[config.mk]
export PLATFORM = sky130hd
export DESIGN_NAME = moving_average
export DESIGN_NICKNAME = d
export VERILOG_FILES = /design/src/rtl/moving_average.sv
export SDC_FILE = /design/constraint.sdc
export NUM_CORES = 1
export LEC_CHECK = 0
export CORE_ASPECT_RATIO = 0.5
export CORE_UTILIZATION = 60
export CTS_BUF_LIST = sky130_fd_sc_hd__clkbuf_4 sky130_fd_sc_hd__clkbuf_8 sky130_fd_sc_hd__clkbuf_16
export CTS_CLUSTER_SIZE = 28
export DETAILED_ROUTE_END_ITERATION = 10
export GPL_TIMING_DRIVEN = 0
export HOLD_SLACK_MARGIN = 0.02
export PLACE_DENSITY = 0.79
export SYNTH_ARGS = -nofsm -noshare
export SYNTH_HDL_FRONTEND = slang
export SYNTH_SLANG_ARGS = --single-unit
[constraint.sdc]
create_clock -name clk -period 8.18 [get_ports clk]
set_input_delay 1.636 -clock clk [delete_from_list [all_inputs] [get_ports clk]]
set_output_delay 1.636 -clock clk [all_outputs]
set_load 0.1 [all_outputs]
[src/rtl/moving_average.sv]
// -----------------------------------------------------------------------------
// moving_average
//
// Streaming signed moving-average filter over the last TAPS = 2^LOG2_TAPS
// accepted samples. It sits directly downstream of the pipeline data register
// and produces a registered, valid-flagged window average for the next stage.
//
// Parameters
//   DATA_WIDTH : sample and output width, two's-complement signed
//   LOG2_TAPS  : log2 of the window length, legal range 1..6
//
// Ports
//   clk       : clock, all state updates on the rising edge
//   reset     : asynchronous, active-low reset
//   valid_i   : data_i holds a sample to accept this cycle
//   data_i    : signed input sample
//   clear_i   : synchronous flush of buffer, sum and fill count
//   valid_o   : one-cycle pulse, data_o holds a new average
//   data_o    : signed window average, registered
//   primed_o  : high once TAPS samples have been accepted since reset/clear
//
// Handshake: valid_i has no ready counterpart. A sample is taken on every
// rising edge where valid_i=1 and clear_i=0; valid_o pulses on the following
// edge for exactly one cycle. There is no backpressure and no stall.
//
// Build option
//   ROUND_EN : when defined, the average rounds half toward +inf instead of
//              flooring toward -inf. Timing is identical in both builds.
// -----------------------------------------------------------------------------
module moving_average #(
  parameter int DATA_WIDTH = 32,
  parameter int LOG2_TAPS  = 3
) (
  input  logic                  clk,
  input  logic                  reset,
  input  logic                  valid_i,
  input  logic [DATA_WIDTH-1:0] data_i,
  input  logic                  clear_i,
  output logic                  valid_o,
  output logic [DATA_WIDTH-1:0] data_o,
  output logic                  primed_o
);

  localparam int TAPS  = 1 << LOG2_TAPS;
  // The sum of TAPS signed DATA_WIDTH values always fits in this width.
  localparam int SUM_W = DATA_WIDTH + LOG2_TAPS;
  localparam logic [LOG2_TAPS:0] FILL_FULL = (LOG2_TAPS + 1)'(TAPS);

  // ---------------------------------------------------------------------------
  // State
  // ---------------------------------------------------------------------------
  logic [DATA_WIDTH-1:0]   buf_q [TAPS];
  logic [LOG2_TAPS-1:0]    wr_ptr_q, wr_ptr_d;
  logic [LOG2_TAPS:0]      fill_q, fill_d;
  logic signed [SUM_W-1:0] sum_q, sum_d;
  logic [DATA_WIDTH-1:0]   data_q, data_d;
  logic                    valid_q, valid_d;
  logic                    primed_q, primed_d;

  // ---------------------------------------------------------------------------
  // Datapath
  // ---------------------------------------------------------------------------
  logic                    accept;
  logic [DATA_WIDTH-1:0]   oldest;
  logic signed [SUM_W-1:0] new_ext;
  logic signed [SUM_W-1:0] old_ext;
  logic signed [SUM_W-1:0] sum_next;
  logic [DATA_WIDTH-1:0]   avg;

  // Clear wins over a simultaneous valid sample; that sample is dropped.
  assign accept = valid_i & ~clear_i;

  // Entry about to be overwritten is the oldest sample in the window. Entries
  // not yet written hold 0, which gives the scaled-down warm-up outputs.
  assign oldest  = buf_q[wr_ptr_q];
  assign new_ext = {{LOG2_TAPS{data_i[DATA_WIDTH-1]}}, data_i};
  assign old_ext = {{LOG2_TAPS{oldest[DATA_WIDTH-1]}}, oldest};

  assign sum_next = sum_q + new_ext - old_ext;

`ifdef ROUND_EN
  // One bit wider than the accumulator so adding the half-LSB cannot wrap.
  logic signed [SUM_W:0] sum_round;
  logic                  unused_round_bits;

  assign sum_round = {sum_next[SUM_W-1], sum_next}
                   + (SUM_W + 1)'(1 << (LOG2_TAPS - 1));
  // Bits [SUM_W-1:LOG2_TAPS] are the arithmetic shift truncated to DATA_WIDTH.
  assign avg = sum_round[SUM_W-1:LOG2_TAPS];
  // The top bit is only a sign guard and the low bits are the shifted-out
  // fraction; neither reaches the output.
  assign unused_round_bits = ^{sum_round[SUM_W], sum_round[LOG2_TAPS-1:0]};
`else
  // Selecting bits above LOG2_TAPS is exactly sum_next >>> LOG2_TAPS
  // (floor toward -inf) truncated to DATA_WIDTH; the result is always in range.
  assign avg = sum_next[SUM_W-1:LOG2_TAPS];
`endif

  // ---------------------------------------------------------------------------
  // Next-state logic
  // ---------------------------------------------------------------------------
  always_comb begin
    wr_ptr_d = wr_ptr_q;
    fill_d   = fill_q;
    sum_d    = sum_q;
    data_d   = data_q;
    valid_d  = 1'b0;
    primed_d = primed_q;

    if (clear_i) begin
      wr_ptr_d = '0;
      fill_d   = '0;
      sum_d    = '0;
      primed_d = 1'b0;
    end else if (valid_i) begin
      // Pointer width is LOG2_TAPS, so TAPS-1 wraps to 0 naturally.
      wr_ptr_d = wr_ptr_q + LOG2_TAPS'(1);
      sum_d    = sum_next;
      data_d   = avg;
      valid_d  = 1'b1;
      if (fill_q != FILL_FULL) begin
        fill_d = fill_q + (LOG2_TAPS + 1)'(1);
      end
      // Rises on the same edge that writes the TAPS-th sample.
      if (fill_d == FILL_FULL) begin
        primed_d = 1'b1;
      end
    end
  end

  // ---------------------------------------------------------------------------
  // Sample buffer: a register array so that clear empties it in one cycle.
  // ---------------------------------------------------------------------------
  always_ff @(posedge clk or negedge reset) begin
    if (!reset) begin
      for (int i = 0; i < TAPS; i++) begin
        buf_q[i] <= '0;
      end
    end else if (clear_i) begin
      for (int i = 0; i < TAPS; i++) begin
        buf_q[i] <= '0;
      end
    end else if (accept) begin
      buf_q[wr_ptr_q] <= data_i;
    end
  end

  // ---------------------------------------------------------------------------
  // Control and output registers
  // ---------------------------------------------------------------------------
  always_ff @(posedge clk or negedge reset) begin
    if (!reset) begin
      wr_ptr_q <= '0;
      fill_q   <= '0;
      sum_q    <= '0;
      data_q   <= '0;
      valid_q  <= 1'b0;
      primed_q <= 1'b0;
    end else begin
      wr_ptr_q <= wr_ptr_d;
      fill_q   <= fill_d;
      sum_q    <= sum_d;
      data_q   <= data_d;
      valid_q  <= valid_d;
      primed_q <= primed_d;
    end
  end

  assign valid_o  = valid_q;
  assign data_o   = data_q;
  assign primed_o = primed_q;

endmodule

==> results of run 1 <==
-- cells in the final DEF (no fill, tap or decap), types with 19 or more instances in the layout --
master,synthesis,final
mux2i_1,23,23
nand2_1,653,653
fa_1,34,34
o21ai_0,19,19
clkdlybuf4s50_1,0,39
dfrtp_1,332,332
nor2_1,47,47
clkbuf_16,0,30
a21oi_1,292,292
nand4_1,39,39
clkbuf_1,167,167
a22oi_1,124,124
xnor2_1,24,24
inv_1,132,132
ha_1,39,39
-- flip-flops by register name, indices dropped and copies added, names as in the netlist --
signal	cells
buf_q	256
data_o	32
fill_q	4
primed_o	1
sum_q	35
valid_o	1
wr_ptr_q	3
-- metal layers --
layer	GRT usage	share of wire	vias up	routed length (um)
met5	0	0	-	0
met4	0.131	0.035	0	2000
met3	0.192	0.16	161	9430
met2	0.557	0.41	1053	23500
met1	0.527	0.40	7564	23000
li1	-	-	6945	-
-- report_power, final --
part,internal [mW],switching (mW),total (mW)
combinational,0.924,1.97,2.89
sequential,1.82,0.107,1.93
clock,0.767,0.664,1.43
total,3.51,2.74,6.26
-- critical path, stage by stage (launching register included) --
cell,delay (ns)
dfrtp_1,0.33
clkbuf_1,0.37
nor3b_1,0.82
clkbuf_1,0.80
buf_1,0.70
a22oi_1,0.22
nand4_1,0.36
fa_1,0.48
inv_1,0.07
ha_1,0.22
clkbuf_1,0.19
a21oi_1,0.23
o22ai_1,0.12
a211oi_1,0.30
a31oi_1,0.21
a41oi_1,0.50
o21ai_0,0.20
xor2_1,0.19
mux2_2,0.27
-- final timing paths --
path	from	to	slack (ns)
min reg2reg	data_o[9]$_DFFE_PN0P_	data_o[9]$_DFFE_PN0P_	0.47
max reg2reg	wr_ptr_q[2]$_DFFE_PN0P_	data_o[24]$_DFFE_PN0P_	1.48
max in group asynchronous	reset	buf_q[254]$_DFFE_PN0P_	6.00
min	data_o[9]$_DFFE_PN0P_	data_o[9]$_DFFE_PN0P_	0.47
max	wr_ptr_q[2]$_DFFE_PN0P_	data_o[24]$_DFFE_PN0P_	1.48
min in group asynchronous	reset	buf_q[103]$_DFFE_PN0P_	0.88
-- cells by family after synthesis --
group / share of synthesized area
flops: 0.477
buf+inv: 0.0670
compound gates: 0.172
simple gates: 0.182
mux: 0.0158
xor+xnor: 0.0191
fa+ha+maj: 0.0671
-- cell type report --
type / instances / area, sq um
Sequential cell: 332 / 8310
Antenna cell: 2 / 5.00
Fill cell: 2246 / 8780
Clock buffer: 42 / 860
Tap cell: 382 / 478
Inverter: 133 / 499
Clock inverter: 8 / 98.8
Timing Repair Buffer: 43 / 488
Multi-Input combinational cell: 1419 / 7950
Buffer: 177 / 668
-- stage by stage --
step                cell area, sq um  instances  TNS (ns)  hold WS [ns]
global route                   19400       2537         0         0.493
CTS                            19400       2536         0         0.479
global placement               18300       2483  -2978.29         0.454
finish                         19400       2538         0         0.471
floorplan                      17400       2061         0         0.439
detailed placement             18400       2486         0         0.462
==> out/metrics.cfg, run 1 <==
[timing]
min_period_ns=6.70
relSlewSlack=0.217
fin_crit_sh=0.819
setup_violations=0
maxClockFrequency_ghz=0.149
rsz0062_at_grt=no
setup_ws_ns=1.48
clock_skew_ns=0.0152
tightest_slew_ns=1.17
hold_violations=0
finalMaxSlewViolations=0

[place]
hpwl_um=40200
gp_congestion=1.00
place.port_buffers=40
pre_cts_ws_ns=1.85

[global_route]
grt-ovfl-total=0
antenna_found_initial=1
grt_pass1_wl_um=87200
grt_max_degree=117
grt_pass1_vias=15152
grt_usage=0.393

[drt]
vias=15723
wl_um=57900
wire_per_inst_um=22.8
drt_iter0_drc=2434
drc=0
ant_nets=0
detail_route.first_pass.iterations=6
vias_per_cell=6.20

[power]
total_power_mw=6.26
leakagePower_nw=8.49
vdd_ir_drop_max_mv=0.346
p_per_area_mw_per_mm2=323

[setup_path]
critPathMaxFanout=10
crit_path_end_kind=register
cp.arrival_ns=7.18
cp-start-kind=register
crit_type=reg -> reg
worst-r2r-cell-count=18
critPathRequiredTime_ns=8.66

[die]
ios=70
die_x_um=243
core_region_area_sq_mm=0.0281
floorplan.die_area_sq_mm=0.0298
core.rowCount=43
die_h_um=123
start_util=0.619

[synthesis]
synthTopCellsByArea=dfrtp_1, nand2_1, a21oi_1, a22oi_1, fa_1
yosys_warnings=0
yosysSeqAreaShare=0.477
yosysUniqueCellTypes=55
syn_inst=2061
yosysMostFrequentCell=nand2_1
synth_top_cell_by_area=dfrtp_1
syn_nets=2170
avgSynthCellArea_sq_um=8.46
ys_seq_elements=332
synth_edf_count=0
ys_async_sr_fraction=1.00
yosys-top-cells-count=nand2_1, dfrtp_1, a21oi_1, clkbuf_1, inv_1
syn_area_sq_mm=0.0174
synth_top_area_share=0.477
synth_flop_cell=dfrtp_1

[cells_and_area]
drive_gt1_frac=0.0320
nNetsFinal=2245
areaGrowthSynthToFinish_pct=11.1
final_core_util=0.688

[clocking]
cts_tree=yes
holdBufCountCts=0
cts_resized=0
cts-htree-levels=1
path_clk_slew_ns=0.07
root_buffer=clkbuf_16
clk_latency_ns=0.60
clkSinkCount=332
clock_path_buffers=3
cts_buffers=30
cts_setup_buffers=0

[job]
maxCapViolations=0

[status]
status=finished clean

[hold_path]
holdPathStages=2
hold_class=reg -> reg

(Power assumes the default switching activity.)
==> run 2: changes to the inputs <==
--- a/config.mk
+++ b/config.mk
@@ -6,13 +6,13 @@
 export NUM_CORES = 1
 export LEC_CHECK = 0
 export CORE_ASPECT_RATIO = 0.5
-export CORE_UTILIZATION = 60
+export CORE_UTILIZATION = 56
 export CTS_BUF_LIST = sky130_fd_sc_hd__clkbuf_4 sky130_fd_sc_hd__clkbuf_8 sky130_fd_sc_hd__clkbuf_16
 export CTS_CLUSTER_SIZE = 28
 export DETAILED_ROUTE_END_ITERATION = 10
 export GPL_TIMING_DRIVEN = 0
 export HOLD_SLACK_MARGIN = 0.02
-export PLACE_DENSITY = 0.79
+export PLACE_DENSITY = 0.77
 export SYNTH_ARGS = -nofsm -noshare
 export SYNTH_HDL_FRONTEND = slang
 export SYNTH_SLANG_ARGS = --single-unit
==> constraint.sdc (replaced) <==
create_clock -name clk -period 5.6 [get_ports clk]
set_input_delay 1.12 -clock clk [delete_from_list [all_inputs] [get_ports clk]]
set_output_delay 1.12 -clock clk [all_outputs]
set_load 0.1 [all_outputs]
==> run 2 against run 1 <==
  * Core utilization shrank 4.3 points
  * Final cell count grew 1.9%
  * Clock power grew 64%
  * Global-route usage shrank 3.0 points
  * Worst hold slack lost 0.038 ns
  * Power grew 50%
  * First-iteration DRC count shrank 10%
  * Largest power group unchanged
  * Non-clock buffer count shrank 1
==> out/metrics.cfg, run 2 (synthesis results as in run 1) <==
[status]
status=finished clean

[cells_and_area]
layout_common_cells=nand2_1, dfrtp_1, a21oi_1
layout_commonest_cell=nand2_1
final_core_util=0.645  ; -0.0434
largest_register=buf_q
drive_gt1_frac=0.0472  ; +0.0152
n_fill_cell=2553  ; +14%
largest_reg_flops=256  ; unchanged
nNetsFinal=2244  ; -0.045%
areaGrowthSynthToFinish_pct=12.7

[power]
vdd_ir_drop_max_mv=0.345  ; -0.27%
p_per_area_mw_per_mm2=478  ; +48%
leakagePower_nw=8.65  ; +1.8%
total_power_mw=9.38  ; +50%

[setup_path]
critPathRequiredTime_ns=6.07  ; -2.59 ns
critPathMaxFanout=10  ; unchanged
crit_type=reg -> reg
crit_path_end_kind=register
worst-r2r-cell-count=18  ; unchanged
r2r-start=wr_ptr_q[1]$_DFFE_PN0P_
r2r_setup_slack_ns=0.14  ; -1.34 ns
cp-start-kind=register
r2r_end=data_o[21]$_DFFE_PN0P_
cp.arrival_ns=5.93  ; -1.25 ns

[timing]
relSlewSlack=0.329  ; +0.112
maxClockFrequency_ghz=0.183  ; +23%
min_period_ns=5.46  ; -1.24 ns
tightest_slew_ns=1.01  ; -0.168 ns
setup_violations=0  ; unchanged
fin_crit_sh=0.975  ; +0.156
setup_ws_ns=0.138  ; -1.34 ns
rsz0062_at_grt=no
clock_skew_ns=0.0292  ; +0.0139 ns
finalMaxSlewViolations=0  ; unchanged
worst_hold_slack_ns=0.433  ; -0.0378 ns
setup_tns_ns=0  ; unchanged
hold_violations=0  ; unchanged

[place]
hpwl_um=39700  ; -1.3%
gp_congestion=1.01  ; +0.59%
pre_cts_ws_ns=-0.873  ; -2.72 ns
place.port_buffers=40  ; unchanged

[die]
start_util=0.572  ; -0.0472
core.rowCount=45  ; +4.7%
core_region_area_sq_mm=0.0305  ; +8.3%
die_x_um=251  ; +3.5%
floorplan.die_area_sq_mm=0.0319  ; +7.0%
die_h_um=127  ; +3.4%
ios=70  ; unchanged

[global_route]
grt_usage=0.364  ; -0.0297
grt-ovfl-total=0  ; unchanged
grt_max_degree=95  ; -19%
grt_pass1_vias=14755  ; -2.6%
grt_pass1_wl_um=86700  ; -0.49%
antenna_found_initial=4  ; +3

[drt]
top_layer_used=met5
wl_um=57700  ; -0.34%
detail_route.first_pass.iterations=6  ; unchanged
drt-met1-wl_um=22800  ; -1.0%
drt_iter0_drc=2184  ; -10%
dr_wl_met3_um=9130  ; -3.2%
vias=15707  ; -0.10%
wire_per_inst_um=22.3  ; -2.2%
dr_wl_met2_um=23600  ; +0.40%
drc=0  ; unchanged
ant_nets=0  ; unchanged
vias_per_cell=6.08  ; -1.9%

[clocking]
cts_buffers=30  ; unchanged
cts-htree-levels=1  ; unchanged
cts_tree=yes
clock_path_buffers=3  ; unchanged
root_buffer=clkbuf_16
path_clk_slew_ns=0.07  ; about the same
cts_setup_buffers=0  ; unchanged
holdBufCountCts=0  ; unchanged
clk_latency_ns=0.61  ; about the same
clkSinkCount=332  ; unchanged

[job]
maxCapViolations=0  ; unchanged

[hold_path]
hold_class=in -> async

[run 2: area by class of cell]
| cell class | instances | area [sq um] | area share |
|---|---|---|---|
| Inverter | 133 | 499 | 0.0254 |
| Sequential cell | 332 | 8310 | 0.423 |
| Clock buffer | 39 | 856 | 0.0436 |
| Antenna cell | 3 | 7.51 | 0.000382 |
| Clock inverter | 17 | 265 | 0.0135 |
| Multi-Input combinational cell | 1419 | 7990 | 0.407 |
| Tap cell | 423 | 529 | 0.0270 |
| Timing Repair Buffer | 43 | 488 | 0.0249 |
| Buffer | 176 | 693 | 0.0353 |
[run 2: power breakdown]
group          switching, mW  internal, mW
registers              0.152          2.66
logic                   2.86          1.35
clock network          0.989          1.36
total                   4.00          5.38
[run 2: worst max-delay path by stage]
stage,from,end,slack [ns],cells past startpoint
CTS,wr_ptr_q[0]$_DFFE_PN0P_,sum_q[31]$_DFFE_PN0P_,0.004,18
global placement,reset,buf_q[137]$_DFFE_PN0P_,-11.08,1
finish,wr_ptr_q[1]$_DFFE_PN0P_,data_o[21]$_DFFE_PN0P_,0.14,18
detailed placement,wr_ptr_q[2]$_DFFE_PN0P_,data_o[24]$_DFFE_PN0P_,-0.87,18
floorplan,wr_ptr_q[2]$_DFFE_PN0P_,data_o[24]$_DFFE_PN0P_,1.22,18
global route,wr_ptr_q[0]$_DFFE_PN0P_,sum_q[31]$_DFFE_PN0P_,0.01,18
[run 2: stage by stage]
stage	instance area, sq um	std cells
after floorplan	17400	2061
after global placement	18400	2524
after detailed placement	18400	2527
after CTS	19600	2583
after global routing	19600	2584
final	19600	2585
[run 2: metal layers]
metal | global-route usage | vias up
met1 | 0.486 | 7580
met2 | 0.514 | 982
met5 | 0.0256 | -
li1 | - | 6958
met3 | 0.173 | 183
met4 | 0.126 | 4
[run 2: what timing repair did]
action                                  in CTS  in global routing
hold endpoints to repair                     0                  0
endpoints found under the setup margin      42                 18
gates resized for setup                     10                 41
pin swaps                                    0                  2
[run 2: critical path, cell delays in order, from the launching register on]
cell      delay, ns
dfrtp_1        0.39
clkbuf_2       0.24
nor3b_4        0.45
clkbuf_4       0.41
buf_2          0.40
a22oi_1        0.16
nand4_1        0.34
fa_1           0.49
inv_1          0.07
ha_1           0.22
clkbuf_1       0.19
a21oi_1        0.16
o21ai_0        0.16
a31oi_1        0.35
o32ai_4        0.21
a211o_1        0.32
a221oi_2       0.30
xnor2_1        0.17
mux2_2         0.29
==> run 3: changes to the inputs <==
--- a/config.mk
+++ b/config.mk
@@ -11,7 +11,7 @@
 export CTS_CLUSTER_SIZE = 28
 export DETAILED_ROUTE_END_ITERATION = 10
 export GPL_TIMING_DRIVEN = 0
-export HOLD_SLACK_MARGIN = 0.02
+export HOLD_SLACK_MARGIN = 0.06
 export PLACE_DENSITY = 0.77
 export SYNTH_ARGS = -nofsm -noshare
 export SYNTH_HDL_FRONTEND = slang
==> results of run 3 <==
The final DEF is identical to that of run 2; final timing and power are the same.
